[config.mk]
export PLATFORM = sky130hd
export DESIGN_NAME = regfile_write_seq
export DESIGN_NICKNAME = d
export VERILOG_FILES = /design/src/rtl/regfile_write_seq_pkg.sv /design/src/rtl/regfile_write_seq_addr_gen.sv /design/src/rtl/regfile_write_seq.sv
export SDC_FILE = /design/constraint.sdc
export NUM_CORES = 1
export LEC_CHECK = 0
export CAP_MARGIN = 20
export CORE_AREA = 2 2 39 41
export CTS_BUF_LIST = sky130_fd_sc_hd__clkbuf_2
export DETAILED_ROUTE_END_ITERATION = 7
export DIE_AREA = 0 0 41 43
export GPL_TIMING_DRIVEN = 0
export SLEW_MARGIN = 20
export SYNTH_ARGS = -nofsm -noshare
export SYNTH_HDL_FRONTEND = slang
export SYNTH_HIERARCHICAL = 1
export SYNTH_SLANG_ARGS = --single-unit
export TNS_END_PERCENT = 10
[constraint.sdc]
create_clock -name CLK -period 1.2 [get_ports CLK]
set_input_delay 0.24 -clock CLK [delete_from_list [all_inputs] [get_ports CLK]]
set_output_delay 0.24 -clock CLK [all_outputs]
set_load 0.01 [all_outputs]
[src/rtl/regfile_write_seq_pkg.sv]
// Shared state encoding and address-wrap helpers for regfile_write_seq.
package regfile_write_seq_pkg;

  typedef logic [1:0] state_t;

  localparam state_t ST_IDLE   = 2'd0;
  localparam state_t ST_STREAM = 2'd1;
  localparam state_t ST_FILL   = 2'd2;
  localparam state_t ST_FINISH = 2'd3;

  localparam int unsigned ADDR_STEP = 1;

  // Next address inside the legal window [lo, hi]; stepping past hi lands on lo.
  function automatic int unsigned wrap_inc(input int unsigned a,
                                           input int unsigned lo,
                                           input int unsigned hi);
    return (a >= hi) ? lo : a + ADDR_STEP;
  endfunction

  function automatic logic in_range(input int unsigned a,
                                    input int unsigned lo,
                                    input int unsigned hi);
    return (a >= lo) && (a <= hi);
  endfunction

endpackage

[src/rtl/regfile_write_seq_addr_gen.sv]
// Burst address and remaining-count generator: load on command, step per write,
// wrap hi->lo, last flag when the current write is the final one.
module regfile_write_seq_addr_gen
  import regfile_write_seq_pkg::*;
#(
  parameter int unsigned addr_width = 1,
  parameter int unsigned lo         = 0,
  parameter int unsigned hi         = 1
) (
  input  logic                  clk,
  input  logic                  rst_n,
  input  logic                  load,
  input  logic                  step,
  input  logic [addr_width-1:0] base,
  input  logic [addr_width-1:0] len,
  output logic [addr_width-1:0] addr,
  output logic                  last
);

  localparam logic [addr_width-1:0] ONE = 1;

  logic [addr_width-1:0] addr_q, addr_d;
  logic [addr_width-1:0] cnt_q, cnt_d;

  always_comb begin
    addr_d = addr_q;
    cnt_d  = cnt_q;
    if (load) begin
      addr_d = base;
      cnt_d  = len;
    end else if (step) begin
      addr_d = addr_width'(wrap_inc(32'(addr_q), lo, hi));
      cnt_d  = cnt_q - ONE;
    end
  end

  always_ff @(posedge clk or negedge rst_n) begin
    if (!rst_n) begin
      addr_q <= '0;
      cnt_q  <= '0;
    end else begin
      addr_q <= addr_d;
      cnt_q  <= cnt_d;
    end
  end

  assign addr = addr_q;
  assign last = (cnt_q == ONE);

endmodule

[src/rtl/regfile_write_seq.sv]
// Register-file burst write sequencer (stream or fill mode).
// Fill mode is built only when RFSEQ_FILL_EN is defined; otherwise every command streams.
module regfile_write_seq
  import regfile_write_seq_pkg::*;
#(
  parameter int unsigned addr_width = 1,
  parameter int unsigned data_width = 1,
  parameter int unsigned lo         = 0,
  parameter int unsigned hi         = 1
) (
  input  logic                  CLK,
  input  logic                  RST_N,
  input  logic                  CMD_VALID,
  output logic                  CMD_READY,
  input  logic [addr_width-1:0] CMD_BASE,
  input  logic [addr_width-1:0] CMD_LEN,
  input  logic                  CMD_FILL,
  input  logic [data_width-1:0] CMD_FILL_DATA,
  input  logic                  DAT_VALID,
  output logic                  DAT_READY,
  input  logic [data_width-1:0] DAT_IN,
  output logic [addr_width-1:0] ADDR_IN,
  output logic [data_width-1:0] D_IN,
  output logic                  WE,
  output logic                  BUSY,
  output logic                  DONE,
  output logic                  ERR
);

  state_t                state_q, state_d;
  logic                  we_q, we_d;
  logic                  done_q, done_d;
  logic                  err_q, err_d;
  logic [addr_width-1:0] addr_in_q, addr_in_d;
  logic [data_width-1:0] d_in_q, d_in_d;
  logic                  ag_load, ag_step, ag_last;
  logic [addr_width-1:0] ag_addr;
  logic                  cmd_fill_sel;

`ifdef RFSEQ_FILL_EN
  logic [data_width-1:0] fill_data_q, fill_data_d;
  assign cmd_fill_sel = CMD_FILL;
`else
  logic unused_fill;
  assign unused_fill  = ^{CMD_FILL, CMD_FILL_DATA};
  assign cmd_fill_sel = 1'b0;
`endif

  regfile_write_seq_addr_gen #(
    .addr_width(addr_width),
    .lo        (lo),
    .hi        (hi)
  ) u_addr_gen (
    .clk  (CLK),
    .rst_n(RST_N),
    .load (ag_load),
    .step (ag_step),
    .base (CMD_BASE),
    .len  (CMD_LEN),
    .addr (ag_addr),
    .last (ag_last)
  );

  always_comb begin
    state_d   = state_q;
    we_d      = 1'b0;
    err_d     = 1'b0;
    addr_in_d = addr_in_q;
    d_in_d    = d_in_q;
    ag_load   = 1'b0;
    ag_step   = 1'b0;
`ifdef RFSEQ_FILL_EN
    fill_data_d = fill_data_q;
`endif
    case (state_q)
      ST_IDLE: begin
        if (CMD_VALID) begin
          if (CMD_LEN == '0) begin
            state_d = ST_FINISH;
          end else if (!in_range(32'(CMD_BASE), lo, hi)) begin
            err_d = 1'b1;
          end else begin
            ag_load = 1'b1;
            state_d = cmd_fill_sel ? ST_FILL : ST_STREAM;
`ifdef RFSEQ_FILL_EN
            fill_data_d = CMD_FILL_DATA;
`endif
          end
        end
      end
      ST_STREAM: begin
        if (DAT_VALID) begin
          we_d      = 1'b1;
          addr_in_d = ag_addr;
          d_in_d    = DAT_IN;
          ag_step   = 1'b1;
          if (ag_last) state_d = ST_FINISH;
        end
      end
`ifdef RFSEQ_FILL_EN
      ST_FILL: begin
        we_d      = 1'b1;
        addr_in_d = ag_addr;
        d_in_d    = fill_data_q;
        ag_step   = 1'b1;
        if (ag_last) state_d = ST_FINISH;
      end
`endif
      ST_FINISH: state_d = ST_IDLE;
      default:   state_d = ST_IDLE;
    endcase
    // DONE is registered on the way into FINISH so it is high while FINISH is held.
    done_d = (state_d == ST_FINISH) && (state_q != ST_FINISH);
  end

  always_ff @(posedge CLK or negedge RST_N) begin
    if (!RST_N) begin
      state_q   <= ST_IDLE;
      we_q      <= 1'b0;
      done_q    <= 1'b0;
      err_q     <= 1'b0;
      addr_in_q <= '0;
      d_in_q    <= '0;
    end else begin
      state_q   <= state_d;
      we_q      <= we_d;
      done_q    <= done_d;
      err_q     <= err_d;
      addr_in_q <= addr_in_d;
      d_in_q    <= d_in_d;
    end
  end

`ifdef RFSEQ_FILL_EN
  always_ff @(posedge CLK or negedge RST_N) begin
    if (!RST_N) fill_data_q <= '0;
    else        fill_data_q <= fill_data_d;
  end
`endif

  assign CMD_READY = (state_q == ST_IDLE);
  assign DAT_READY = (state_q == ST_STREAM);
  assign BUSY      = (state_q != ST_IDLE);
  assign WE        = we_q;
  assign ADDR_IN   = addr_in_q;
  assign D_IN      = d_in_q;
  assign DONE      = done_q;
  assign ERR       = err_q;

endmodule

Word level (Yosys, flattened, before mapping)
Cells that the tools add are included.
{ "classes": {"n_eq_ne": 3, "muxes": 15, "add_sub_neg": 2, "n_reduce_logical": 5, "order_cmp": 1} }
{ "ops": {"columns": ["operator", "n"], "rows": [
  ["1-bit two-way mux", 10],
  ["2-bit two-way mux", 4],
  ["2-bit case mux with 2 select lines", 1],
  ["2-bit nonzero test", 2],
  ["2-bit by 1-bit equality test with 1-bit output, second input constant", 1],
  ["2-bit equality test, second input constant", 1],
  ["2-bit logical NOT", 1],
  ["2-bit inequality test, second input constant", 1],
  ["2-bit AND reduction", 1],
  ["1-bit adder, second input constant", 1],
  ["1-bit >= comparator, second input constant", 1],
  ["1-bit logical AND", 1],
  ["1-bit subtractor, second input constant", 1]
]} }
{ "word_totals": {"inputBits": 9, "ff_bits": 8, "wordCells": 33, "out_inout_bits": 8} }

Logic depth before layout (Yosys ltp)
Gate-level depths: netlist of run 1.
{ "depth": {"word_depth": 5, "depth_mapped": 4, "ltp_nobuf": 4} }

Cells and area by module
The synthesis of run 1 kept the hierarchy.
{ "modules_own_cells": {"columns": ["module", "seq_area_each_um2", "cells_per_inst", "area_per_inst_um2", "instances"], "rows": [
  ["regfile_write_seq", 150.1, 22, 246.5, 1],
  ["regfile_write_seq_addr_gen", 50.0, 8, 85.1, 1]
]} }

Worst setup path before layout of run 1
OpenSTA, ideal clock, no wires.
{ "synth_timing": {"path_kind": "reg2reg", "startpoint": "reg state_q[0]", "endpoint": "reg u_addr_gen.addr_q, in the netlist u_addr_gen/addr", "path_buffers": 0, "setup_ns": 0.123, "path_slack_ns": 0.126, "t_arrival_ns": 0.951, "stages_incl_launch_ff": 4, "path_cell_list": "dfrtp_1 nor2_1 and3_1 o21ai_1"} }
{ "synth_between": {"elab_chain_cells": 3} }
{ "synth_rtl": {"columns": ["item", "line", "source"], "rows": [
  ["start: declaration", "regfile_write_seq.sv:30", "state_t state_q, state_d;"],
  ["start signal: assignment", "regfile_write_seq.sv:125", "state_q <= state_d;"],
  ["2-bit logical NOT (*)", null, null],
  ["net CMD_READY", "regfile_write_seq.sv:14", "output logic CMD_READY,"],
  ["1-bit two-way mux (*)", "regfile_write_seq.sv:75", "case (state_q)"],
  ["net ag_load", "regfile_write_seq.sv:36", "logic ag_load, ag_step, ag_last;"],
  ["1-bit two-way mux / 2-bit nonzero test (equally long branches)", null, null],
  ["end signal: assignment", "regfile_write_seq_addr_gen.sv:42", "addr_q <= addr_d;"],
  ["end: declaration", "regfile_write_seq_addr_gen.sv:22", "logic [addr_width-1:0] addr_q, addr_d;"]
]} }
The timed path passes the listed nets; every way through them passes the cells marked *.
A chain may end at the register's enable or synchronous reset.

Worst setup path in the final report of run 1
{ "layout_timing": {"startpoint": "reg state_q[1]", "endpoint": "reg d_in_q, in the netlist D_IN"} }
{ "layout_between": {"elab_chain_cells": 2} }
{ "layout_rtl": {"columns": ["item", "line", "source"], "rows": [
  ["2-bit by 1-bit equality test with 1-bit output", "regfile_write_seq.sv:75", null],
  ["2-bit AND reduction (no line)", null, null],
  ["end signal: assignment", "regfile_write_seq.sv:130", "d_in_q <= d_in_d;"],
  ["end: declaration", "regfile_write_seq.sv:35", "logic [data_width-1:0] d_in_q, d_in_d;"]
]} }
No other way between the ends.

==> reports/metrics.cfg, run 1 <==
[yosys]
syn_nets = 39
yosysTopAreaCell = dfrtp_1
synth-xor-area-share_pct = 5.283
synthArstFlopShare_pct = 100.0
synthesis.instances = 30
synth-edff-count = 0
synth_top_cell_area_share_pct = 60.38
yosysMostFrequentCell = dfrtp_1
yosys.area_share.simple_pct = 15.85
syn_area_um2 = 331.6
synth_seq_area_share_pct = 60.38
synthFlopType = dfrtp_1
synthMuxAreaShare_pct = 6.792
ys_types = 15
yosys_warnings = 6
ys_ff_latch = 8
synthTopCellsByArea = dfrtp_1, mux2_1, xnor2_1, nor2_1, a21oi_1
synthAdderAreaFrac_pct = 0
synth_top_family_by_area = simple AND/OR/NAND/NOR gates
synthTopCellsByCount = dfrtp_1, nor2_1
synth_compound_area_share_pct = 6.038
synth.avg_cell_area_um2 = 11.05

[job]
drv_cap = 0

[worst_setup_path]
cp.depth = 3
worst-path-buf-inv = 1
crit_chain = buf_6 -> nand3b_1 -> mux2_1
crit_path_start = state_q[1]
r2r_start = state_q[1]
endpoint = D_IN
cp_top_family = flip-flops
r2r-end = D_IN
reg2regPathDepth = 3
startpoint_type = register
criticalPathCategory = reg -> reg
cp_slowest_cell = dfrtp_1
cp.arrival_ns = 1.37
crit_path_end_kind = register
critPathMaxFanout = 3
required_ns = 1.31
reg2reg_setup_slack_ns = -0.06
cpPeakStageDelay_ns = 0.43

[detailed_routing]
met1Wirelength_um = 297
wl_met2_um = 289
drt_iter0_drc = 1
first_pass_iters = 4
wl_per_cell_um = 9.969
wirelength_um = 648
met3_length_um = 46
top_layer = met4
final_antenna_net_count = 0
vias_per_cell = 4.154
route.vias.total = 270
drc = 0

[cells_and_area]
multiInputGateArea_um2 = 141.4
area_growth_pct = 59.25
final_nets = 60
nFillCells = 156
drive_gt1_share_pct = 32.65
regArea_um2 = 200.2
num_antenna_cells = 0
final_area_um2 = 528.0

[sta]
rsz0062_at_grt = true
fin_crit_sh_pct = 105.0
fin_crit_ns = 1.260
skew_ns = 0.004631
hold_viol_final = 0
setup-tns-final_ns = -0.2283
finalSetupViolations = 5
slew_viol_final = 0
holdWs_ns = 0.2838
fmax_mhz = 793.4
timing.final.ws_setup_ns = -0.06045

[placement]
pre_cts_slack_ns = -0.1914
io_buffers = 13
gp_congestion = 0.6464
hpwl_um = 441.8
placed_cell_area_um2 = 481.7

[floorplan]
ios = 17
core_um2 = 1384
fp.dieW_um = 41
die_area_um2 = 1763
row_count = 14
die-height_um = 43
start_util_pct = 23.96

[power_and_ir_drop]
p_leak_uw = 0.0002574
ir_drop_mv = 0.6327
p_per_area_nw_per_um2 = 2367

[outcome]
violations = negative setup slack
status = finished with violations

[grt]
grt_usage_pct = 9.495
grt_pass1_vias = 293
grt_pass1_wl_um = 1076
antenna_found_initial = 0
grt-ovfl-total = 0
grt_max_degree = 9

[cts]
cts_hold_buf = 0
worst_setup_hold_path_clk_slew_ns = 0.07
clk_path_buf_depth = 2
cts_tree = done
clkLatencyLatePin_ns = 0.22
h-tree-depth = 1
cts_buffers = 3
clock_sinks = 8
cts_root_buffer = clkbuf_2

[hold_path]
hold_class = in -> async

[registers in the layout, summed over array words and instances, names as in the netlist]
register / cells
ADDR_IN: 1
DONE: 1
D_IN: 1
WE: 1
state_q: 2
u_addr_gen/addr: 1
u_addr_gen/last: 1
[final cells by class]
cell class	count	area share (%)
flip-flops and latches	8	37.91
repair buffers	16	25.83
multi-input cells	19	26.78
well taps	16	3.791
clock buffers	3	2.844
inverters	2	1.422
plain buffers	1	1.422
[cells by family after synthesis]
group | count (synthesis)
DFF | 8
other | 1
xor gates and xnor gates | 2
muxes | 2
AOI/OAI and AO/OA | 4
buffers and inverters | 3
and+or+nand+nor | 10
[power by group]
group | switching, uW | internal (uW) | total (uW)
clock | 83.5 | 68.2 | 152
combinational | 266 | 352 | 617
sequential | 85.4 | 396 | 481
total | 435 | 815 | 1250
[worst min path at each step]
stage,slack [ns],end,start,depth (start not counted)
after floorplan,-0.06,ADDR_IN,RST_N,0
after global placement,0.47,D_IN,D_IN,1
after detailed placement,0.49,D_IN,D_IN,1
after CTS,0.29,D_IN,RST_N,1
after global routing,0.29,D_IN,RST_N,1
final,0.28,D_IN,RST_N,1
[layout by cell type (no fill, tap or decap)]
cell type,count
dfrtp_1,8
clkbuf_2,4
nand3b_1,1
a21oi_2,1
nor2_2,1
buf_6,1
buf_2,2
nor2b_1,1
nand3_1,1
dlygate4sd2_1,4
and3_1,1
clkdlybuf4s50_1,6
nor2_1,2
mux2_4,1
mux2_1,1
xnor2_2,2
a21oi_1,1
inv_1,1
nand2_1,2
o21ai_1,2
inv_2,1
or3b_1,1
conb_1,1
buf_4,3
[timing repair]
item                       in CTS  in global routing
setup endpoints to repair       7                  9
setup buffers                   2                  1
resized for setup              12                 10
pin swaps                       0                  2
hold endpoints to repair        0                  0
[worst reg2reg max path: cells and delay by family (launching register included)]
kind / cells / cell delay [ns]
DFF: 1 / 0.43
muxes: 1 / 0.35
and+or+nand+nor: 1 / 0.23
buffers and inverters: 1 / 0.14
[metrics by stage]
stage                     std cells  power (uW)  util [%]
after CTS                        64        1160     36.26
after detailed placement         59        1037     34.81
after floorplan                  30       742.4         -
final                            65        1250     38.16
after global placement           59        1025     34.81
after global routing             65        1352     38.16
[per-layer routing]
layer  track usage [%]  up-vias
li1                  -      137
met1             11.15      118
met2             13.13       13
met3             1.571        2
met4             10.00        0
met5                 0        -
Note: power is estimated with default switching activity, not from simulation.
==> inputs of run 2 (changes only) <==
Settings changed: RECOVER_POWER set to 25.
==> reports/metrics.cfg, run 2 (same netlist as run 1, synthesis figures left out) <==
[sta]
fin_crit_ns = 1.260
setup-tns-final_ns = -0.2283
fmax_mhz = 793.4
hold_viol_final = 0
finalSetupViolations = 5
timing.final.ws_setup_ns = -0.06045
rsz0062_at_grt = true
skew_ns = 0.004631
slew_viol_final = 0
fin_crit_sh_pct = 105.0

[grt]
antenna_found_initial = 0
busiest_layer = met2
grt_use_met2_pct = 13.13
grt_max_degree = 9
grt-ovfl-total = 0
grt_pass1_wl_um = 1076
use_met3_pct = 1.571
grt_util_met1_pct = 11.15
grt_usage_pct = 9.495
grt_pass1_vias = 293

[cts]
cts_tree = done
worst_setup_hold_path_clk_slew_ns = 0.07
cts_hold_buf = 0
clkLatencyLatePin_ns = 0.22
clock_sinks = 8
cts_buffers = 3
h-tree-depth = 1
clk_path_buf_depth = 2
cts_root_buffer = clkbuf_2

[cells_and_area]
layout_common_cells = dfrtp_1, clkdlybuf4s50_1, clkbuf_2, dlygate4sd2_1, buf_4
layout_commonest_cell = dfrtp_1
area_growth_pct = 59.25
largest_register = state_q
layoutNonFillerInstCount = 65
final_area_um2 = 528.0
largest_reg_flops = 2
num_antenna_cells = 0
nFillCells = 156
drive_gt1_share_pct = 32.65
final_nets = 60

[worst_setup_path]
cp.arrival_ns = 1.37
crit_path_end_kind = register
required_ns = 1.31
critPathMaxFanout = 3
startpoint_type = register
criticalPathCategory = reg -> reg

[floorplan]
start_util_pct = 23.96
core_um2 = 1384
ios = 17
die_area_um2 = 1763
fp.dieW_um = 41
row_count = 14
die-height_um = 43

[placement]
dp_cells = 59
io_buffers = 13
gp_congestion = 0.6464
pre_cts_slack_ns = -0.1914
hpwl_um = 441.8
placed_cell_area_um2 = 481.7

[detailed_routing]
first_pass_iters = 4
drc = 0
route.vias.total = 270
wirelength_um = 648
drt_iter0_drc = 1
vias_per_cell = 4.154
final_antenna_net_count = 0
wl_per_cell_um = 9.969

[outcome]
status = finished with violations
violations = negative setup slack

[power_and_ir_drop]
ir_drop_mv = 0.6327
p_per_area_nw_per_um2 = 2366
p_leak_uw = 0.0002576

[hold_path]
hold_class = in -> async

[job]
drv_cap = 0

[run 2: cell types whose count changed in the layout (fill, tap and decap cells not counted)]
cell / previous run / this run
dlygate4sd3_1: 0 / 1
clkdlybuf4s50_1: 6 / 5
[run 2: worst paths after layout]
| check | from | end | slack, ns | depth (start not counted) |
|---|---|---|---|---|
| worst max-delay path | state_q[1] | D_IN | -0.06 | 3 |
| min in group CLK | D_IN | D_IN | 0.50 | 1 |
| worst max register to register | state_q[1] | D_IN | -0.06 | 3 |
| worst min-delay path | RST_N | D_IN | 0.35 | 1 |
| max in group asynchronous | RST_N | u_addr_gen/last | 0.58 | 1 |
| worst min register to register | D_IN | D_IN | 0.50 | 1 |
[run 2: area by class of cell]
type,count,area (um^2),area share (%)
inverter,2,7.507,1.422
timing repair buffer,16,136.4,25.83
sequential,8,200.2,37.91
multi-input combinational,19,141.4,26.78
buffer,1,7.507,1.422
tap,16,20.02,3.791
clock buffer,3,15.01,2.844
[run 2: per-stage QoR]
step,hold WS (ns),util (%),total power (uW)
2_1_floorplan,-0.05559,-,742.4
4_1_cts,0.2871,36.26,1160
3_3_place_gp,0.4721,34.81,1025
3_5_place_dp,0.4896,34.81,1037
6_report,0.3541,38.16,1249
5_1_grt,0.3590,38.16,1352
[run 2: report_power, final]
group / total, uW / internal [uW] / switching [uW]
logic: 617 / 351 / 266
clock network: 152 / 68.2 / 83.5
registers: 481 / 396 / 85.4
total: 1250 / 815 / 435
[run 2: critical path, cell delays in order (launching register included)]
cell and delay, ns:
dfrtp_1 0.43, buf_6 0.14, nand3b_1 0.23, mux2_1 0.35
[run 2: what timing repair did]
item	CTS	global route
resized for setup	12	10
gates cloned	0	0
endpoints found under the setup margin	7	9
pin swaps	0	2
setup buffers	2	1
[run 2: metal layers]
layer / wire length, um / part of all wire [%]
met2: 289 / 45
met4: 14 / 2.2
met1: 297 / 46
met5: 0 / 0
met3: 45 / 6.9
